$ cat config.mk
export PLATFORM = sky130hd
export DESIGN_NAME = alu_bist_ctrl
export DESIGN_NICKNAME = d
export VERILOG_FILES = /design/src/rtl/alu_bist_ctrl.sv
export SDC_FILE = /design/constraint.sdc
export NUM_CORES = 1
export LEC_CHECK = 0
export ABC_AREA = 1
export CAP_MARGIN = 20
export CORE_ASPECT_RATIO = 0.7
export CORE_UTILIZATION = 25
export CTS_BUF_LIST = sky130_fd_sc_hd__clkbuf_8
export DETAILED_ROUTE_END_ITERATION = 6
export PLACE_DENSITY_LB_ADDON = 0.3
export REMOVE_ABC_BUFFERS = 1
export SETUP_SLACK_MARGIN = 0.4
export SYNTH_ARGS = -nofsm -noshare
export SYNTH_HDL_FRONTEND = slang
export SYNTH_SLANG_ARGS = --single-unit
$ cat constraint.sdc
create_clock -name clk -period 1.7 [get_ports clk]
set_input_delay 0.34 -clock clk [delete_from_list [all_inputs] [get_ports clk]]
set_output_delay 0.34 -clock clk [all_outputs]
set_load 0.02 [all_outputs]
$ cat src/rtl/alu_bist_ctrl.sv
// -----------------------------------------------------------------------------
// alu_bist_ctrl -- built-in self-test controller for a 74181-style ALU slice.
// Sweeps {s, m, cn, a, b} exhaustively over 2^VEC_BITS vectors, compacts every
// ALU response into a 16-bit MISR and compares the final value to GOLDEN_SIG.
//
// Ports:
//   clk, rst_n          clock (rising edge), asynchronous active-low reset
//   start               one-cycle pulse, begins a run from IDLE or DONE
//   s, a, b, cn, m      registered ALU stimulus
//   f, p, g, a_eq_b,    ALU response, captured during CAPTURE
//   cn_4
//   busy                high while a run is in progress
//   done                high from run completion until the next start
//   pass                valid with done; final signature == GOLDEN_SIG
//   signature           current MISR value
// -----------------------------------------------------------------------------
module alu_bist_ctrl #(
   parameter int unsigned VEC_BITS      = 14,
   parameter int unsigned SETTLE_CYCLES = 1,
   parameter logic [15:0] GOLDEN_SIG    = 16'h0000
) (
   input  logic        clk,
   input  logic        rst_n,
   input  logic        start,
   output logic [3:0]  s,
   output logic [3:0]  a,
   output logic [3:0]  b,
   output logic        cn,
   output logic        m,
   input  logic [3:0]  f,
   input  logic        p,
   input  logic        g,
   input  logic        a_eq_b,
   input  logic        cn_4,
   output logic        busy,
   output logic        done,
   output logic        pass,
   output logic [15:0] signature
);

   localparam int unsigned VC_W   = 14;
   localparam int unsigned SIG_W  = 16;
   localparam int unsigned RESP_W = 8;
   localparam int unsigned WAIT_W = 4;

   localparam logic [2:0] ST_IDLE    = 3'd0;
   localparam logic [2:0] ST_DRIVE   = 3'd1;
   localparam logic [2:0] ST_WAIT    = 3'd2;
   localparam logic [2:0] ST_CAPTURE = 3'd3;
   localparam logic [2:0] ST_DONE    = 3'd4;

   localparam logic [VC_W-1:0]   VC_LAST   = VC_W'((32'd1 << VEC_BITS) - 32'd1);
   localparam logic [WAIT_W-1:0] WAIT_LOAD =
      (SETTLE_CYCLES == 0) ? WAIT_W'(0) : WAIT_W'(SETTLE_CYCLES - 1);
   localparam logic [SIG_W-1:0]  MISR_POLY = 16'h100B;
   localparam logic [SIG_W-1:0]  SIG_SEED  = 16'hFFFF;

   logic [2:0]        state_q, state_d;
   logic [VC_W-1:0]   vc_q, vc_d;
   logic [WAIT_W-1:0] wait_q, wait_d;
   logic [3:0]        s_q, s_d, a_q, a_d, b_q, b_d;
   logic              cn_q, cn_d, m_q, m_d;
   logic              busy_q, busy_d, done_q, done_d, pass_q, pass_d;
   logic [SIG_W-1:0]  sig_q, sig_d;

   logic [RESP_W-1:0] resp_c;
   logic [SIG_W-1:0]  misr_next_c;

   // Response byte and next MISR value (shift, feedback on MSB, fold response)
   always_comb begin
      resp_c      = {cn_4, a_eq_b, g, p, f};
      misr_next_c = ({sig_q[SIG_W-2:0], 1'b0} ^ (sig_q[SIG_W-1] ? MISR_POLY : '0))
                    ^ {8'h00, resp_c};
   end

   // Next-state and next-output logic
   always_comb begin
      state_d = state_q;
      vc_d    = vc_q;
      wait_d  = wait_q;
      s_d     = s_q;
      a_d     = a_q;
      b_d     = b_q;
      cn_d    = cn_q;
      m_d     = m_q;
      busy_d  = busy_q;
      done_d  = done_q;
      pass_d  = pass_q;
      sig_d   = sig_q;

      case (state_q)
         ST_IDLE, ST_DONE: begin
            if (start) begin
               state_d = ST_DRIVE;
               vc_d    = '0;
               done_d  = 1'b0;
               pass_d  = 1'b0;
               sig_d   = SIG_SEED;
               busy_d  = 1'b1;
            end
         end
         ST_DRIVE: begin
            s_d  = vc_q[13:10];
            m_d  = vc_q[9];
            cn_d = vc_q[8];
            a_d  = vc_q[7:4];
            b_d  = vc_q[3:0];
            if (SETTLE_CYCLES == 0) begin
               state_d = ST_CAPTURE;
            end else begin
               wait_d  = WAIT_LOAD;
               state_d = ST_WAIT;
            end
         end
         ST_WAIT: begin
            // Counter holds the remaining settle cycles minus one
            if (wait_q == '0) begin
               state_d = ST_CAPTURE;
            end else begin
               wait_d = wait_q - WAIT_W'(1);
            end
         end
         ST_CAPTURE: begin
            sig_d = misr_next_c;
            // Terminal compare precedes increment so vc never wraps
            if (vc_q == VC_LAST) begin
               state_d = ST_DONE;
               busy_d  = 1'b0;
               done_d  = 1'b1;
               pass_d  = (misr_next_c == GOLDEN_SIG);
            end else begin
               vc_d    = vc_q + VC_W'(1);
               state_d = ST_DRIVE;
            end
         end
         default: begin
            state_d = ST_IDLE;
         end
      endcase
   end

   // State and output registers
   always_ff @(posedge clk or negedge rst_n) begin
      if (!rst_n) begin
         state_q <= ST_IDLE;
         vc_q    <= '0;
         wait_q  <= '0;
         s_q     <= '0;
         a_q     <= '0;
         b_q     <= '0;
         cn_q    <= 1'b0;
         m_q     <= 1'b0;
         busy_q  <= 1'b0;
         done_q  <= 1'b0;
         pass_q  <= 1'b0;
         sig_q   <= SIG_SEED;
      end else begin
         state_q <= state_d;
         vc_q    <= vc_d;
         wait_q  <= wait_d;
         s_q     <= s_d;
         a_q     <= a_d;
         b_q     <= b_d;
         cn_q    <= cn_d;
         m_q     <= m_d;
         busy_q  <= busy_d;
         done_q  <= done_d;
         pass_q  <= pass_d;
         sig_q   <= sig_d;
      end
   end

   assign s         = s_q;
   assign a         = a_q;
   assign b         = b_q;
   assign cn        = cn_q;
   assign m         = m_q;
   assign busy      = busy_q;
   assign done      = done_q;
   assign pass      = pass_q;
   assign signature = sig_q;

endmodule

### After elaboration in Yosys (flattened, before gate mapping)

Cells that the tools add are included.

* output and inout bits: 33
* logic and storage cells: 57
* bits of input ports: 11
* register bits: 54

* eq/ne operators: 10
* muxes and demuxes: 20
* reductions and logical operators: 11
* bitwise gates (word level): 2
* add/sub/neg operators: 2

Operators by type and width (count)
* $pmux 16 s2: 1
* $mux 14: 2
* $pmux 14 s2: 1
* $logic_not 16->1: 1
* $mux 16: 1
* $xor 16x13->16: 1
* $xor 16x8->16: 1
* $add 14x1->14 const B: 1
* $eq 14x14->1 const B: 1
* $mux 13: 1
* $pmux 3 s4: 1
* $ne 2x2->1 const B: 5
* $mux 3: 3
* $pmux 4 s2: 1
* $eq 3x2->1 const B: 2
* $pmux 1 s2: 3
* $reduce_and 2->1: 3
* $reduce_and 3->1: 2
* $mux 1: 5
* $logic_not 4->1: 1
* $mux 4: 1
* $reduce_bool 2->1: 2
* $sub 4x1->4 const B: 1
* $eq 3x1->1 const B: 1
* 3 further kinds: 3

### Logic depth before layout (Yosys ltp)

* depth after elaboration: 6
* mapped depth: 10
* mapped depth without buffers: 10

### Worst setup path before layout

Ideal clock, no wire load.

* path type: register -> register
* start: register vc_q[1]
* end: register vc_q[9]
* clock period less this slack: 1462 ps
* cell stages (with the launch flop): 10
* arrival time: 1341 ps
* path slack: 238 ps
* path buffers: 1
* data required time: 1579 ps
* library setup time: 121 ps
* cells stage by stage: dfrtp_1 ha_1 nand2_2 nor2_4 nand2_2 nor2_4 nand3_4 nand2_4 buf_12 o21ai_1

* word-level cells in the longest chain between the ends: 3
* elaborated cells on any way between the ends: 6
* those cells by class: add/sub: 1; eq/ne: 2; mux: 2; reduce/logical: 1

Ends and longest elaborated chain
* start: declaration: line 59 `logic [VC_W-1:0] vc_q, vc_d;`
* start signal: assignment: line 159 `vc_q <= vc_d;`
* $add 14x1->14 or $eq 14x14->1 (tied branches): line 132, 126
* $mux 14 or $ne 2x2->1 (tied branches)
* $pmux 14 s2 or $reduce_and 3->1 (tied branches)

Parallel ways exist; a longest one is shown, timed or not. The select of a mux whose other input is x is not followed.
A chain may end at the register's enable or synchronous reset.

### Worst setup path after layout

Ends and elaborated chain as after synthesis.

==> summary.txt <==
GRT
  – Initial antenna violation count: 0
  – Largest net degree at the start of global routing: 55
  – Vias in the first global route: 2400
  – GR Util All Layers: 13.5%
  – Residual overflow from global routing: 0
  – First-pass GRT wire length: 11800 um

Floorplanning
  – Die Area: 11400 um2
  – Die height: 89.5 um
  – Die span in x: 127 um
  – Starting Density: 26.1%
  – I/O pin count: 44
  – Area of the core: 10500 um2
  – Site Rows: 31

STA
  – Worst Tran Pin Value: 0.326 ns
  – Setup ws final: 0.222 ns
  – Fmax: 677 MHz
  – Worst clock skew: 0.00790 ns
  – Final setup violation count: 0
  – Final critical-path share of the clock period: 86.9%
  – Worst slew margin: between 70% and 80%
  – Tmin final: 1.48 ns
  – Final hold violations: 7
  – Count of pins over their slew limit: 0
  – Hold Slack: -0.00878 ns
  – RSZ-0062 raised after global routing: true

Finish
  – Finished Core Util: 40.2%
  – Fill cells: between 1k and 1.5k
  – Ant diodes: 0
  – Fraction of final layout cells sized beyond drive strength 1: 49.3%
  – Footprint of the multi-input gates: 1490 um2
  – Post-layout net count: 448
  – P&R area growth vs syn: 53.9%
  – Reg area: roughly 1400 um2

Yosys
  – Mapped Area: between 2000 and 3000 um2
  – Synth top area share: 34.8%
  – FF+latch count, synth: 54
  – Ys Warns: 0
  – Avg Cell Area, Syn: between 8 and 9 um2
  – Most area-consuming cells after synthesis: dfrtp_1 (35%), dfstp_2 (15%), nand2_1 (13%)
  – Leading area contributor after synthesis: dfrtp_1
  – Sequential area share after synthesis: 50.2%
  – Syn Inst Count: between 300 and 400
  – Synth unique cells: 30

Power
  – Clk pwr share: 12.3%
  – Sw power: 3.13 mW
  – Worst IR Drop VDD: 0.617 mV
  – Int Power: 4.16 mW
  – Post-route total power: ~7.3 mW
  – Power Dens Cells: 1730 nW/um2
  – Sw frac: a little over two fifths
  – Sequential power share: 29.3%
  – Lkg Pwr: 2.01 nW
  – Logic pwr share: between 50% and 60%

Routing
  – Vias: between 2k and 3k
  – 1st-pass router iterations: 4
  – Routed WL: 7700 um
  – Initial DRC Count: roughly 160
  – Via density: 4.51
  – Routed Antenna Nets: 0
  – DR WL/cell: 13.6 um
  – Remaining DRCs: 0

Clocking
  – CTS buffer count: 5
  – CTS hold repair buffers: 0
  – CTS tree: done
  – CTS Root Cell: clkbuf_8
  – Sink Count: 54
  – Max Root-Sink Buffers: 2
  – Clock latency at the later pin of the worst-skew pair: 0.31 ns
  – Clock slew at reported path FFs: approximately 0.10 ns
  – H-tree Lvls: 2

Placement
  – Hpwl dp: 4840 um
  – Worst slack, placed: slightly below 0.1 ns
  – IO Port Bufs: 43
  – Routability Congestion: approximately 0.84

Critical path
  – R2r setup slk: between 0.2 and 0.25 ns
  – Crit path arrival time: roughly 1.7 ns
  – Critical path startpoint category: flop
  – Worst Path Max Fanout: 5
  – Req. time, crit path: 1.94 ns
  – Crit end category: flop
  – Setup CP Type: flop to flop
  – Slowest stage delay, CP: just over 0.4 ns
  – Crit-path slowest cell: dfrtp_1
  – Crit-path cells: ha_4, nand2_4, nor2_4, nand2_2, nor2_4, nand3_4, nand2_4, nand2_1, o21ai_1
  – Register-to-Register Path Depth: 9

Min path
  – Hold WC Path Type: input pin to asynchronous set/reset pin

Run
  – Number of max-cap violations: 0

Outcome
  – Status: finished, violations left
  – Failing checks: hold timing
## power by group through the flow
stage,combinational (mW),sequential (mW),clock [mW]
after detailed placement,2.59,2.14,0
after global placement,2.54,2.13,0
final,4.26,2.13,0.898
after floorplan,1.20,2.40,0
after global routing,4.61,2.19,0.975
after CTS,3.32,2.11,0.921
## layer usage
metal	vias up	part of all wire, %	track usage, %
met4	0	1.1	5.09
met3	4	4.5	2.57
li1	1260	-	-
met5	-	0	0
met1	1236	47	19.2
met2	60	47	20.3
## critical path: cells and delay by family (launching register included)
kind	cells	cell delay, ns
AOI/OAI and AO/OA	1	0.07
adders and majority gates	1	0.17
DFF	1	0.41
and+or+nand+nor	7	0.76
## cell usage after synthesis (all sizes together)
cell	count
nor2	36
nand2	103
nand3	20
a22oi	7
o21ai	27
o22ai	1
inv	46
clkbuf	2
dfstp	16
nor3	4
or2	1
nand4	7
dfrtp	38
o22a	1
ha	2
buf	5
xor2	10
a21oi	7
## state kept, by name, summed over array words and instances (netlist names)
| signal | count |
|---|---|
| a | 4 |
| b | 4 |
| vc_q | 14 |
| state_q | 3 |
| wait_q | 4 |
| pass | 1 |
| cn | 1 |
| done | 1 |
| s | 4 |
| m | 1 |
| signature | 16 |
| busy | 1 |
## per-stage QoR
stage	instances	TNS (ns)	hold WS, ns	instance area (um2)
2_1_floorplan	326	-0.249	0.0444	2680
3_3_place_gp	513	0	0.360	3370
3_5_place_dp	513	0	0.363	3370
4_1_cts	551	0	0.0168	3790
5_1_grt	568	0	0.0155	4210
6_report	568	0	-0.00878	4210
## cell type report
type	instances	share of cell area, %
multi-input combinational	228	35.4
inverter	46	4.22
sequential	54	32.8
timing repair buffer	100	21.0
tap	132	3.93
clock buffer	5	1.64
clock inverter	3	1.01
## logic make-up (layout without fill, tap and decap cells)
logic type               count (synthesis)  after routing  share of synthesized area, %
XOR/XNOR                                10             10                          3.20
AO/OA/AOI/OAI                           43             43                          8.84
buffers and inverters                   53            154                          8.29
adder cells (fa/ha/maj)                  2              2                         0.916
AND/OR/NAND/NOR                        171            173                          28.6
flip-flops                              54             54                          50.2
## what timing repair did
item	4_1_cts	5_1_grt
setup endpoints to repair	70	69
gates resized for setup	203	93
pin swaps	17	23
gates cloned	2	1
setup buffers	28	16
## layout by cell type, fill, tap and decap left out, types with 3 or more instances in the layout
cell,instances
buf_8,4
inv_4,4
dfrtp_2,7
a22oi_2,7
o21ai_2,9
inv_2,6
nand2_4,11
buf_6,25
nand2_8,3
nand4_1,7
clkbuf_8,5
nor2_1,19
xor2_1,10
clkdlybuf4s50_1,9
o21ai_0,3
buf_2,18
nor2_4,9
dfrtp_1,31
nand2_2,25
inv_1,38
nor2_2,8
nand2_1,66
o21ai_1,15
nand3_1,18
buf_4,42
a21oi_2,5
dfstp_2,16
## worst paths after layout
check	from	end
worst max register to register	vc_q[1]	vc_q[9]
worst min register to register	done	done
max in group asynchronous	rst_n	signature[2]
min in group clk	done	done
worst min-delay path	rst_n	s[0]
worst max-delay path	vc_q[1]	vc_q[9]
(Power assumes the default switching activity.)
